`src/rtl/game_countdown_timer.sv`:
```
// game_countdown_timer: loadable M:SS BCD countdown for a game round.
// Counts 1 ms ticks into seconds, flags a low-time warning and an expiry
// pulse, and gates the upstream ms tick generator through tick_enable.
// Optional feature macro: COUNTDOWN_BONUS_EN (adds add_bonus, +10 s).
module game_countdown_timer #(
   parameter int TICKS_PER_SEC = 1000,
   parameter int WARN_SEC      = 10
) (
   input  logic       clk,
   input  logic       rst,
   input  logic       ms_tick,
   input  logic       start,
   input  logic       pause,
`ifdef COUNTDOWN_BONUS_EN
   input  logic       add_bonus,
`endif
   input  logic [3:0] load_min,
   input  logic [2:0] load_sec_tens,
   input  logic [3:0] load_sec_ones,
   output logic       tick_enable,
   output logic [3:0] min_bcd,
   output logic [2:0] sec_tens,
   output logic [3:0] sec_ones,
   output logic       running,
   output logic       paused,
   output logic       warn,
   output logic       expired,
   output logic       done
);

   localparam int CNT_W = (TICKS_PER_SEC > 1) ? $clog2(TICKS_PER_SEC) : 1;
   localparam logic [CNT_W-1:0] CNT_LAST = CNT_W'(TICKS_PER_SEC - 1);

   typedef enum logic [1:0] {
      ST_IDLE  = 2'd0,
      ST_RUN   = 2'd1,
      ST_PAUSE = 2'd2,
      ST_DONE  = 2'd3
   } state_t;

   typedef struct packed {
      logic [3:0] m;
      logic [2:0] t;
      logic [3:0] o;
   } bcd_t;

   state_t           state, state_nxt;
   logic [CNT_W-1:0] ms_cnt, ms_nxt;
   bcd_t             time_cur, time_nxt;
   logic             exp_nxt;
   logic             warn_nxt;

   // Load values outside the BCD digit ranges saturate to the digit maximum.
   function automatic bcd_t clamp_load(input logic [3:0] m, input logic [2:0] t,
                                       input logic [3:0] o);
      bcd_t r;
      r.m = (m > 4'd9) ? 4'd9 : m;
      r.t = (t > 3'd5) ? 3'd5 : t;
      r.o = (o > 4'd9) ? 4'd9 : o;
      return r;
   endfunction

   // One-second BCD decrement with borrow; only called on a non-zero time.
   function automatic bcd_t bcd_dec(input bcd_t v);
      bcd_t r;
      r = v;
      if (v.o != 4'd0) begin
         r.o = v.o - 4'd1;
      end else begin
         r.o = 4'd9;
         if (v.t != 3'd0) begin
            r.t = v.t - 3'd1;
         end else begin
            r.t = 3'd5;
            r.m = v.m - 4'd1;
         end
      end
      return r;
   endfunction

   // Ten-second BCD increment, saturating at 9:59.
   function automatic bcd_t bcd_add10_sat(input bcd_t v);
      bcd_t r;
      r = v;
      if (v.t == 3'd5) begin
         if (v.m == 4'd9) begin
            r = '{m: 4'd9, t: 3'd5, o: 4'd9};
         end else begin
            r.t = 3'd0;
            r.m = v.m + 4'd1;
         end
      end else begin
         r.t = v.t + 3'd1;
      end
      return r;
   endfunction

   // Low-time test: under one minute and at or below the warning threshold.
   function automatic logic warn_level(input bcd_t v);
      logic [6:0] secs;
      secs = 7'(v.t) * 7'd10 + 7'(v.o);
      return (v.m == 4'd0) && (secs <= 7'(WARN_SEC));
   endfunction

   assign time_cur = {min_bcd, sec_tens, sec_ones};

   // Next-state, next-time and next-output computation; start overrides all.
   always_comb begin
      state_nxt = state;
      ms_nxt    = ms_cnt;
      time_nxt  = time_cur;
      exp_nxt   = 1'b0;
      if (start) begin
         time_nxt = clamp_load(load_min, load_sec_tens, load_sec_ones);
         ms_nxt   = '0;
         if (time_nxt == '0) begin
            state_nxt = ST_DONE;
            exp_nxt   = 1'b1;
         end else begin
            state_nxt = ST_RUN;
         end
      end else begin
         unique case (state)
            ST_RUN: begin
               if (ms_tick) begin
                  if (ms_cnt == CNT_LAST) begin
                     ms_nxt   = '0;
                     time_nxt = bcd_dec(time_cur);
                  end else begin
                     ms_nxt = ms_cnt + CNT_W'(1);
                  end
               end
`ifdef COUNTDOWN_BONUS_EN
               if (add_bonus) time_nxt = bcd_add10_sat(time_nxt);
`endif
               if (time_nxt == '0) begin
                  state_nxt = ST_DONE;
                  exp_nxt   = 1'b1;
               end else if (pause) begin
                  state_nxt = ST_PAUSE;
               end
            end
            ST_PAUSE: begin
`ifdef COUNTDOWN_BONUS_EN
               if (add_bonus) time_nxt = bcd_add10_sat(time_nxt);
`endif
               if (pause) state_nxt = ST_RUN;
            end
            default: begin
            end
         endcase
      end
      warn_nxt = ((state_nxt == ST_RUN) || (state_nxt == ST_PAUSE)) && warn_level(time_nxt);
   end

   // State, counter and all outputs registered; active-low synchronous reset.
   always_ff @(posedge clk) begin
      if (!rst) begin
         state       <= ST_IDLE;
         ms_cnt      <= '0;
         min_bcd     <= 4'd0;
         sec_tens    <= 3'd0;
         sec_ones    <= 4'd0;
         tick_enable <= 1'b0;
         running     <= 1'b0;
         paused      <= 1'b0;
         warn        <= 1'b0;
         expired     <= 1'b0;
         done        <= 1'b0;
      end else begin
         state       <= state_nxt;
         ms_cnt      <= ms_nxt;
         min_bcd     <= time_nxt.m;
         sec_tens    <= time_nxt.t;
         sec_ones    <= time_nxt.o;
         tick_enable <= (state_nxt == ST_RUN);
         running     <= (state_nxt == ST_RUN);
         paused      <= (state_nxt == ST_PAUSE);
         warn        <= warn_nxt;
         expired     <= exp_nxt;
         done        <= (state_nxt == ST_DONE);
      end
   end

endmodule
```
`config.mk`:
```
export PLATFORM = sky130hd
export DESIGN_NAME = game_countdown_timer
export DESIGN_NICKNAME = d
export VERILOG_FILES = /design/src/rtl/game_countdown_timer.sv
export SDC_FILE = /design/constraint.sdc
export NUM_CORES = 1
export LEC_CHECK = 0
export CAP_MARGIN = 20
export CORE_UTILIZATION = 53
export DETAILED_ROUTE_END_ITERATION = 10
export PLACE_DENSITY_LB_ADDON = 0.12
export RECOVER_POWER = 25
export SYNTH_ARGS = -nofsm -noshare
export SYNTH_HDL_FRONTEND = slang
export SYNTH_SLANG_ARGS = --single-unit
```
`constraint.sdc`:
```
create_clock -name clk -period 4.02 [get_ports clk]
set_clock_uncertainty 0.05 [all_clocks]
set_input_delay 0.804 -clock clk [delete_from_list [all_inputs] [get_ports clk]]
set_output_delay 0.804 -clock clk [all_outputs]
set_load 0.02 [all_outputs]
```
After elaboration in Yosys (flattened, before gate mapping)
Index checks and enable logic that the tools add are counted.

Register bits: 28. Input port bits: 16. Output and inout bits: 17. Logic and storage cells: 61.

Add/subtract/negate cells: 5. Multiply operators: 1. $lt $le $gt $ge: 4. Eq/ne operators: 6. Muxes and demuxes: 24. Bitwise gates (word level): 1. Reductions and logical operators: 10.

Operators by type and width (count): $mux W11 (6); $logic_not A11 Y1 (2); $mux W4 (4); $add A10 B1 Y10 const B (1); $eq A10 B10 Y1 const B (1); $mux W10 (1); $mux W2 (5); $gt A4 B4 Y1 const B (2); $sub A4 B1 Y4 const B (2); $add A7 B4 Y7 (1); $le A7 B4 Y1 const B (1); $mux W7 (1); $eq A2 B2 Y1 const B (3); $mul A3 B3 Y6 const B (1); $mux W3 (2); $eq A2 B1 Y1 const B (2); $logic_not A4 Y1 (1); $mux W1 (4); $pmux W2 S2 (1); $reduce_bool A4 Y1 (1); $gt A3 B3 Y1 const B (1); $reduce_bool A3 Y1 (1); $sub A3 B1 Y3 const B (1); $logic_and A1 B1 Y1 (2); 4 further kinds (4).

Longest topological paths before layout
Depth after elaboration: 14. Mapped depth: 17. Depth with buffers taken out: 16.

Worst setup path after synthesis
OpenSTA, ideal clock, no wires.

Kind: reg2reg. Start: register sec_ones[0]. End: register warn. Setup time: 0.112 ns. Data arrival time: 3.220 ns. Data required time: 3.858 ns. Path slack: 0.638 ns. Cell stages (with the launch flop): 15. Buffers on the path: 0. Period minus slack after synthesis: 3.382 ns. Cell sequence: dfxtp_1 -> inv_1 -> ha_1 -> nor3b_2 -> and3_1 -> nand3_1 -> xor2_1 -> o21ai_0 -> ha_1 -> ha_1 -> and4_1 -> nor2_1 -> o41ai_1 -> nand4_1 -> a2111oi_1.

RTL lines: from (decl) (RTL line 23) `output logic [3:0] sec_ones,`; from (signal assigned) (RTL line 175) `sec_ones <= time_nxt.o;`; to (signal assigned) (RTL line 179) `warn <= warn_nxt;`; to (decl) (RTL line 26) `output logic warn,`.

==> impl_metrics.json <==
{
  "tritoncts": "yes",
  "die_w_um": 62.4,
  "register_area_um2": 561,
  "status": "finished, final reports clean",
  "io_pins": 33,
  "grt_pass1_wl_um": 7520,
  "synth-seq-cells": 28,
  "antenna_found_initial": 0,
  "path_max_fanout": 4,
  "r2r_end": "warn",
  "dp_hpwl_um": 3370,
  "slew_violations": 0,
  "cts_max_level": 1,
  "cts.sinks": 28,
  "final_cell_mix": "dfxtp_1, clkdlybuf4s50_1, nor2_1, inv_1, ha_1",
  "ys_warn_count": 0,
  "fin_util_pct": 70.0,
  "dr.first_iter.drc_count": 105,
  "grtUsageTotal_pct": 24.2,
  "nFillCells": 299,
  "ys.flop_type": "dfxtp_1",
  "cts-buffers-inserted": 3,
  "r2r-start": "ms_cnt[0]",
  "fmax_ghz": 0.261,
  "grt_max_degree": 17,
  "fin_crit_sh_pct": 95.5,
  "synth_edf_count": 0,
  "clk_path_buf_depth": 2,
  "core_um2": 3420,
  "initial_core_util_pct": 56.6,
  "rrSetupSlack_ns": 0.33,
  "grt_pass1_vias": 1638,
  "ir_drop_uv": 230,
  "multi_input_area_um2": 1260,
  "finalSetupViolCount": 0,
  "path_clk_slew_ns": 0.17,
  "crit_top_cell": "ha_1",
  "globalRouteOverflowTotal": 0,
  "gp_congestion": 0.911,
  "syn-num-nets": 271,
  "syn_avg_cell_area_um2": 8.08,
  "ctsHoldBuffers": 0,
  "row_count": 21,
  "postLayoutSetupSlackWorst_ns": 0.181,
  "clock_latency_ns": 0.34,
  "drc": 0,
  "power_density_nw_per_um2": 274,
  "cp.required_ns": 4.21,
  "slowest_delay_ns": 0.50,
  "synthesis.area_um2": 1930,
  "area_growth_pct": 23.7,
  "maxCapViolCount": 0,
  "cpMaxStageDelayCell": "clkdlybuf4s50_1",
  "hp-class": "register to register",
  "fin_cells": 324,
  "hp-start": "ms_cnt[1]",
  "end_kind": "register",
  "async_flop_share_pct": 0,
  "die_y_um": 62.4,
  "min_period_ns": 3.84,
  "ant_nets": 0,
  "synthCells": 239,
  "critPathArrivalTime_ns": 4.03,
  "hold_violations": 0,
  "ys_types": 50,
  "tightest_slew_ns": 0.539,
  "whs_path_depth": 2,
  "yosysSeqAreaShare_pct": 29.0,
  "cts_setup_buffers": 0,
  "dieArea_um2": 3890,
  "post_cts_resized": 0,
  "reg2reg_depth": 13,
  "wl_per_cell_um": 13.7,
  "insertedDiodeCount": 0,
  "worstPathCellList": "clkdlybuf4s50_1 > clkbuf_1 > and3_1 > nand3_1 > xor2_1 > o21ai_0 > ha_1 > ha_1 > and4_1 > nor2_1 > o41ai_1 > nand4_1 > a2111oi_1",
  "io_buffers": 32,
  "maxSlewHeadroom_pct": 63.8,
  "min_to": "ms_cnt[1]",
  "fin_total_pwr_uw": 654,
  "final_common_cell": "dfxtp_1",
  "crit_path_start_kind": "primary input",
  "rsz0062_at_grt": "false",
  "cellLeakagePower_nw": 0.994,
  "finalNetCount": 311,
  "viasPerCell": 5.63,
  "dp_cells": 320,
  "dp_slack_ns": -0.0558,
  "wl_um": 4450,
  "drive_gt1_share_pct": 6.47,
  "clk_root_buffer_cell": "clkbuf_4",
  "firstDrtPassIters": 6,
  "final_cell_area_um2": 2390,
  "placed_area_um2": 2350,
  "num_vias": 1824,
  "fin_setup_tns_ns": 0,
  "whs_ns": 0.441,
  "crit_type": "primary input to register"
}
## synth_stat cells (2+ instances only)
cell      count  share of area, %
o21ai_0      11               2.8
ha_1         15               9.7
mux2i_1       4               2.1
nand3_1       7               1.8
a21oi_1      10               2.6
nand4_1      10               3.2
and3_1        8               2.6
nor4_1        4               1.3
xnor2_1       3               1.4
a21o_1        4               1.6
nor3_1        7               1.8
and2_1       14               4.5
or3_1         2              0.65
o22ai_1       3              0.97
nand3b_1      3               1.2
a211oi_1      3               1.2
o31ai_1       2              0.78
inv_1        18               3.5
clkbuf_1      4              0.78
a31oi_1       3              0.97
xor2_1        9               4.1
buf_2         2              0.52
nand2_1      14               2.7
nor2_1       25               4.9
dfxtp_1      28                29
a21boi_0      2              0.78
## report_power, final
| group | switching (mW) | internal [mW] |
|---|---|---|
| clock network | 0.0906 | 0.101 |
| registers | 0.0117 | 0.286 |
| logic | 0.0899 | 0.0751 |
| total | 0.192 | 0.462 |
## per-layer routing
layer  vias to the layer above  global-route usage, %  part of all wire (%)
met5                         -                      0                     0
met4                         0                   3.49                  0.54
met3                         2                   4.20                   3.6
met2                        34                   40.0                    46
met1                       849                   33.8                    50
li1                        939                      -                     -
## how the worst max path moves through the flow
stage	from	slack, ns	end	cells after the start
final	ms_tick	0.18	warn	13
after global routing	ms_tick	0.03	warn	14
after CTS	ms_tick	0.26	warn	13
after detailed placement	ms_tick	-0.06	warn	13
after global placement	ms_tick	0.006	warn	14
after floorplan	sec_ones[0]	0.64	warn	14
## layout make-up
cell class / instances / share of cell area (%)
clock buffers: 3 / 0.942
multi-input cells: 185 / 52.7
well taps: 46 / 2.41
inverters: 18 / 2.83
repair buffers: 43 / 16.4
clock inverters: 1 / 1.26
flip-flops and latches: 28 / 23.5
## worst max-delay path: cells and delay by family
| family | cells | cell delay [ns] |
|---|---|---|
| xor+xnor | 1 | 0.16 |
| simple gates | 5 | 0.69 |
| buf+inv | 2 | 0.66 |
| fa+ha+maj | 2 | 0.66 |
| compound gates | 3 | 1.05 |
## cells by family after synthesis
kind of cell | Yosys count | share of synthesized area (%)
multiplexers | 4 | 2.07
XOR/XNOR | 12 | 5.44
buffers and inverters | 26 | 5.76
AND/OR/NAND/NOR | 104 | 29.3
adder cells (fa/ha/maj) | 16 | 10.8
AO/OA/AOI/OAI | 49 | 17.7
flip-flops | 28 | 29.0
## registers in the layout (all words and copies together), names as in the netlist
register / flops
expired: 1
ms_cnt: 10
state: 2
paused: 1
done: 1
running: 1
sec_tens: 3
sec_ones: 4
warn: 1
min_bcd: 4
Power figures use the tool's default switching activity.
